--- src/rtl/aes_axis_pkg.sv ---
// Shared types and constants for the AES-256 AXI-Stream accelerator data path.
package aes_axis_pkg;

  localparam int unsigned BYTE_W      = 8;
  localparam int unsigned BLOCK_BYTES = 16;
  localparam int unsigned WORD_BYTES  = 4;
  localparam int unsigned BLK_CNT_W   = 16;

  typedef struct packed {
    logic [WORD_BYTES*BYTE_W-1:0] data;
    logic [WORD_BYTES-1:0]        keep;
    logic                         last;
  } axis_word_t;

  // Contiguous keep mask covering byte lanes 0..idx.
  function automatic logic [WORD_BYTES-1:0] keep_for_idx(input logic [1:0] idx);
    logic [WORD_BYTES-1:0] k;
    case (idx)
      2'd0:    k = 4'b0001;
      2'd1:    k = 4'b0011;
      2'd2:    k = 4'b0111;
      default: k = 4'b1111;
    endcase
    return k;
  endfunction

endpackage

--- src/rtl/axis_fifo2.sv ---
// Two-entry registered FIFO of packed AXI-Stream words; head entry is always in head_q.
module axis_fifo2
  import aes_axis_pkg::*;
(
  input  logic       clk,
  input  logic       rst_n,
  input  logic       push,
  input  axis_word_t push_word,
  input  logic       pop,
  output axis_word_t head,
  output logic [1:0] cnt
);

  axis_word_t head_q, head_d;
  axis_word_t tail_q, tail_d;
  logic [1:0] cnt_q, cnt_d;

  always_comb begin
    head_d = head_q;
    tail_d = tail_q;
    cnt_d  = cnt_q;
    unique case ({push, pop})
      2'b10: begin
        if (cnt_q == 2'd0) head_d = push_word;
        else               tail_d = push_word;
        cnt_d = cnt_q + 2'd1;
      end
      2'b01: begin
        head_d = tail_q;
        cnt_d  = cnt_q - 2'd1;
      end
      2'b11: begin
        // Simultaneous push/pop keeps occupancy; the new word lands behind whatever remains.
        if (cnt_q == 2'd1) begin
          head_d = push_word;
        end else begin
          head_d = tail_q;
          tail_d = push_word;
        end
      end
      default: ;
    endcase
  end

  always_ff @(posedge clk or negedge rst_n) begin
    if (!rst_n) begin
      head_q <= '0;
      tail_q <= '0;
      cnt_q  <= '0;
    end else begin
      head_q <= head_d;
      tail_q <= tail_d;
      cnt_q  <= cnt_d;
    end
  end

  assign head = head_q;
  assign cnt  = cnt_q;

endmodule

--- src/rtl/axis_byte_packer.sv ---
// Packs a byte-per-beat AXI-Stream into little-endian 32-bit words, counting frames and flagging short ones.
module axis_byte_packer
  import aes_axis_pkg::*;
#(
  parameter int unsigned C_AXIS_TDATA_WIDTH = 32
) (
  input  logic                          clk,
  input  logic                          rst_n,
  input  logic [C_AXIS_TDATA_WIDTH-1:0] s_axis_tdata,
  input  logic                          s_axis_tvalid,
  output logic                          s_axis_tready,
  input  logic                          s_axis_tlast,
  output logic [C_AXIS_TDATA_WIDTH-1:0] m_axis_tdata,
  output logic [3:0]                    m_axis_tkeep,
  output logic                          m_axis_tvalid,
  input  logic                          m_axis_tready,
  output logic                          m_axis_tlast,
  output logic [15:0]                   blk_count,
  output logic                          err_partial
);

  logic [1:0]                       idx_q, idx_d;
  logic [WORD_BYTES*BYTE_W-1:0]     acc_q, acc_d;
  logic [BLK_CNT_W-1:0]             blk_count_q, blk_count_d;
  logic                             err_partial_q, err_partial_d;

  logic [BYTE_W-1:0] in_byte;
  logic              s_acc;
  logic              commit;
  logic              pop;
  logic [1:0]        fifo_cnt;
  axis_word_t        word;
  axis_word_t        head;
  logic              unused_tdata_hi;

  assign in_byte         = s_axis_tdata[BYTE_W-1:0];
  assign unused_tdata_hi = ^s_axis_tdata[C_AXIS_TDATA_WIDTH-1:BYTE_W];

  // Ready and valid come straight from FIFO occupancy so neither depends on the opposite handshake.
  assign s_axis_tready = (fifo_cnt != 2'd2);
  assign m_axis_tvalid = (fifo_cnt != 2'd0);
  assign s_acc         = s_axis_tvalid & s_axis_tready;
  assign commit        = s_acc & ((idx_q == 2'd3) | s_axis_tlast);
  assign pop           = m_axis_tvalid & m_axis_tready;

  always_comb begin
    word.data = '0;
    for (int unsigned b = 0; b < WORD_BYTES; b++) begin
      if (b < 32'(idx_q))       word.data[b*BYTE_W +: BYTE_W] = acc_q[b*BYTE_W +: BYTE_W];
      else if (b == 32'(idx_q)) word.data[b*BYTE_W +: BYTE_W] = in_byte;
    end
    word.keep = keep_for_idx(idx_q);
    word.last = s_axis_tlast;
  end

  always_comb begin
    idx_d         = idx_q;
    acc_d         = acc_q;
    blk_count_d   = blk_count_q;
    err_partial_d = err_partial_q;
    if (s_acc) begin
      // The assembled word already holds every byte seen so far, so it doubles as the new accumulator.
      acc_d = word.data;
      idx_d = commit ? 2'd0 : idx_q + 2'd1;
      if (s_axis_tlast && (idx_q != 2'd3)) err_partial_d = 1'b1;
    end
    if (pop && head.last) blk_count_d = blk_count_q + BLK_CNT_W'(1);
  end

  always_ff @(posedge clk or negedge rst_n) begin
    if (!rst_n) begin
      idx_q         <= '0;
      acc_q         <= '0;
      blk_count_q   <= '0;
      err_partial_q <= 1'b0;
    end else begin
      idx_q         <= idx_d;
      acc_q         <= acc_d;
      blk_count_q   <= blk_count_d;
      err_partial_q <= err_partial_d;
    end
  end

  axis_fifo2 u_fifo (
    .clk       (clk),
    .rst_n     (rst_n),
    .push      (commit),
    .push_word (word),
    .pop       (pop),
    .head      (head),
    .cnt       (fifo_cnt)
  );

  assign m_axis_tdata = head.data;
  assign m_axis_tkeep = head.keep;
  assign m_axis_tlast = head.last;
  assign blk_count    = blk_count_q;
  assign err_partial  = err_partial_q;

endmodule

--- config.mk ---
export PLATFORM = sky130hd
export DESIGN_NAME = axis_byte_packer
export DESIGN_NICKNAME = d
export VERILOG_FILES = /design/src/rtl/aes_axis_pkg.sv /design/src/rtl/axis_fifo2.sv /design/src/rtl/axis_byte_packer.sv
export SDC_FILE = /design/constraint.sdc
export NUM_CORES = 1
export LEC_CHECK = 0
export CAP_MARGIN = 40
export CORE_ASPECT_RATIO = 1.75
export CORE_UTILIZATION = 58
export DETAILED_ROUTE_END_ITERATION = 10
export PLACE_DENSITY = 0.92
export SYNTH_ARGS = -nofsm -noshare
export SYNTH_HDL_FRONTEND = slang
export SYNTH_HIERARCHICAL = 1
export SYNTH_SLANG_ARGS = --single-unit
--- constraint.sdc ---
create_clock -name clk -period 4.71 [get_ports clk]
set_clock_uncertainty 0.05 [all_clocks]
set_input_delay 0.942 -clock clk [delete_from_list [all_inputs] [get_ports clk]]
set_output_delay 0.942 -clock clk [all_outputs]
set_load 0.005 [all_outputs]
==> out/metrics.cfg <==
[status]
status=finished clean

[routing]
wire_per_inst_um=20.87
drc=0
wirelength_mm=14.69
via_per_inst=6.435
drt_iter0_drc=383
dr.pass1.iters=5
ant_nets=0
vias=4530

[cts]
ctsResizeCount=0
htreeDepth=4
cts_buffer_depth=2
cts.sinks=119
cts_hold_repair.buffers=0
cts_tree=built
numCtsBuffers=17
root_buffer=clkbuf_16
clkTransAtPathRegs_ns=0.05
clk_latency_ns=0.42
post_cts_buffers=0

[worst_setup_path]
reg2reg_depth=10
crit_fanout=38
crit_path_end_kind=flip-flop
startpoint_type=input port
max_stage_delay_ns=0.54
crit_cells=9
worstSetupPathType=input port to flip-flop
reg2reg_slack_ns=1.43
path_delay_family=buffers and inverters
reg2reg_to=u_fifo/head[30]$_DFFE_PN0P_
worstReg2RegStart=idx_q[1]$_DFFE_PN0P_
cp.arrival_ns=3.55
cp.required_ns=4.92
critical_path_buf_inv_count=3
slowest_stage=clkdlybuf4s50_1
path_cells=clkdlybuf4s50_1, nor2_1, nor2_1, ha_1, nand2b_1, buf_4, and2_1, buf_4, a31oi_1

[timing]
finalCriticalPeriod_ns=3.341
drv_slew=0
fin_ws_ns=1.369
worstMarginPinSlew_ns=0.7032
timing.slew.headroom=0.5312
finalCritPeriodShare=0.7094
whs_ns=0.4224
fmax_mhz=299.3
rsz0062_at_grt=no
final.setup.tns_ns=0
final_hold_viol_count=0
setup_viol=0

[placed_design]
pre_cts_slack_ns=1.119
post-dp-hpwl_mm=8.586
io_buffer_count=68
gp_congestion=0.8332

[grt]
grt_max_degree=56
grt_pass1_vias=4738
grt_overflow_total=0
track_usage=0.3050
antenna_found_initial=0
grt_pass1_wl_mm=24.00

[hold_path]
min_path_type=flip-flop to flip-flop
min_from=blk_count[15]$_DFFE_PN0P_
min_path_cells=1
whs_endpoint=blk_count[15]$_DFFE_PN0P_

[synth]
synth_cell_type_count=43
synthesis.area_sq_mm=0.005809
synth_edf_count=0
synth-main-ff-cell=dfrtp_1
synth.avg_cell_area_sq_um=11.39
async_flop_share=1.000
yosysWarnings=6
yosysSeqAreaShare=0.5126
ys_seq_elements=119
syn_inst=510

[layout]
drive_above_1_share=0.2003
fin_nets=616
area_growth_pct=21.60
diodes=0
fin_util=0.7216

[floorplanning]
dieArea_sq_mm=0.01044
fp.dieW_um=77.66
die_h_um=134.4
io-pin-count=93
core_sq_mm=0.009789
rows=48
start_util=0.5934

[power]
power_leakage_uw=0.003123
p_per_area_mw_per_mm2=674.1
ir_drop_mv=0.4298

[job]
maxCapViolCount=0

[registers in the layout, summed over array words and instances, names as in the netlist]
name / count
u_fifo/tail_q: 37
err_partial: 1
idx_q: 2
u_fifo/cnt: 2
acc_q: 24
u_fifo/head: 37
blk_count: 16
[cell families after synthesis]
logic type      Yosys count  share of synthesized area
compound gates          135                     0.1338
flops                   119                     0.5126
simple gates            104                    0.09348
mux                      69                     0.1564
buf+inv                  53                    0.05169
xor+xnor                 17                    0.02563
fa+ha+maj                12                    0.02584
other cells               1                  0.0006455
[worst max-delay path by stage]
stage                        startpoint                       endpoint
final                      s_axis_tlast    u_fifo/head[30]$_DFFE_PN0P_
after global routing       s_axis_tlast    u_fifo/head[30]$_DFFE_PN0P_
after CTS                  s_axis_tlast    u_fifo/head[30]$_DFFE_PN0P_
after detailed placement   s_axis_tlast    u_fifo/head[25]$_DFFE_PN0P_
after global placement     s_axis_tlast    u_fifo/head[15]$_DFFE_PN0P_
after floorplan           s_axis_tvalid  u_fifo/tail_q[10]$_DFFE_PN0P_
[metal layers]
metal,global-route usage,share of wire,vias up
met5,0,0,-
met4,0.2002,0.036,0
met3,0.07483,0.070,45
met2,0.5133,0.54,256
met1,0.3399,0.35,2296
li1,-,-,1933
[cells in the mapped netlist, types with 5 or more instances]
library cell | n | share of area
a21oi_1 | 38 | 0.033
a22o_1 | 8 | 0.012
a31oi_1 | 37 | 0.040
and2_1 | 10 | 0.011
buf_2 | 18 | 0.016
clkbuf_1 | 14 | 0.0090
dfrtp_1 | 119 | 0.51
ha_1 | 12 | 0.026
inv_1 | 10 | 0.0065
mux2_2 | 32 | 0.062
mux2_4 | 35 | 0.090
nand2_1 | 26 | 0.017
nand3_1 | 43 | 0.037
nor2_1 | 7 | 0.0045
o21ai_0 | 41 | 0.035
o21ai_1 | 5 | 0.0043
xnor2_1 | 14 | 0.021
[cells in the final DEF, fill, tap and decap left out, types with 3 or more instances in the layout]
| cell type | count |
|---|---|
| nor2_1 | 7 |
| buf_4 | 13 |
| mux2_4 | 35 |
| nand3_1 | 43 |
| dfrtp_1 | 119 |
| o21ai_0 | 41 |
| bufinv_16 | 3 |
| clkdlybuf4s50_1 | 67 |
| and3_1 | 3 |
| mux2_2 | 32 |
| ha_1 | 12 |
| a21oi_1 | 38 |
| a22o_1 | 8 |
| xnor2_1 | 14 |
| and2_1 | 10 |
| clkbuf_16 | 17 |
| inv_1 | 10 |
| nand2_1 | 26 |
| o21ai_1 | 5 |
| a31oi_1 | 37 |
| clkinv_2 | 6 |
| xor2_1 | 3 |
[metrics by stage]
step	std cells	instance area [sq um]	power, uW
2_1_floorplan	511	5813	2758
3_3_place_gp	673	6476	3316
3_5_place_dp	673	6476	3404
4_1_cts	704	7064	4748
5_1_grt	704	7064	4988
6_report	704	7064	4762
[where the power goes]
group | total, uW | internal [uW] | switching [uW]
Combinational | 1780 | 933 | 851
Sequential | 1680 | 1410 | 274
Clock | 1290 | 849 | 444
[worst reg2reg max path, stage by stage (launching register included)]
cell,delay [ns]
dfrtp_1,0.53
ha_1,0.27
buf_4,0.23
nor2_1,0.20
nor2_1,0.11
ha_1,0.23
nand2b_1,0.08
buf_4,0.38
and2_1,0.45
buf_4,0.40
a31oi_1,0.19
[cell type report]
class | instances | area (sq um)
inverters | 10 | 37.54
flip-flops and latches | 119 | 2978
clock buffers | 21 | 460.4
multi-input cells | 339 | 2536
repair buffers | 80 | 768.2
fillers | 575 | 2725
clock inverters | 10 | 127.6
well taps | 125 | 156.4
Note: power is estimated with default switching activity, not from simulation.
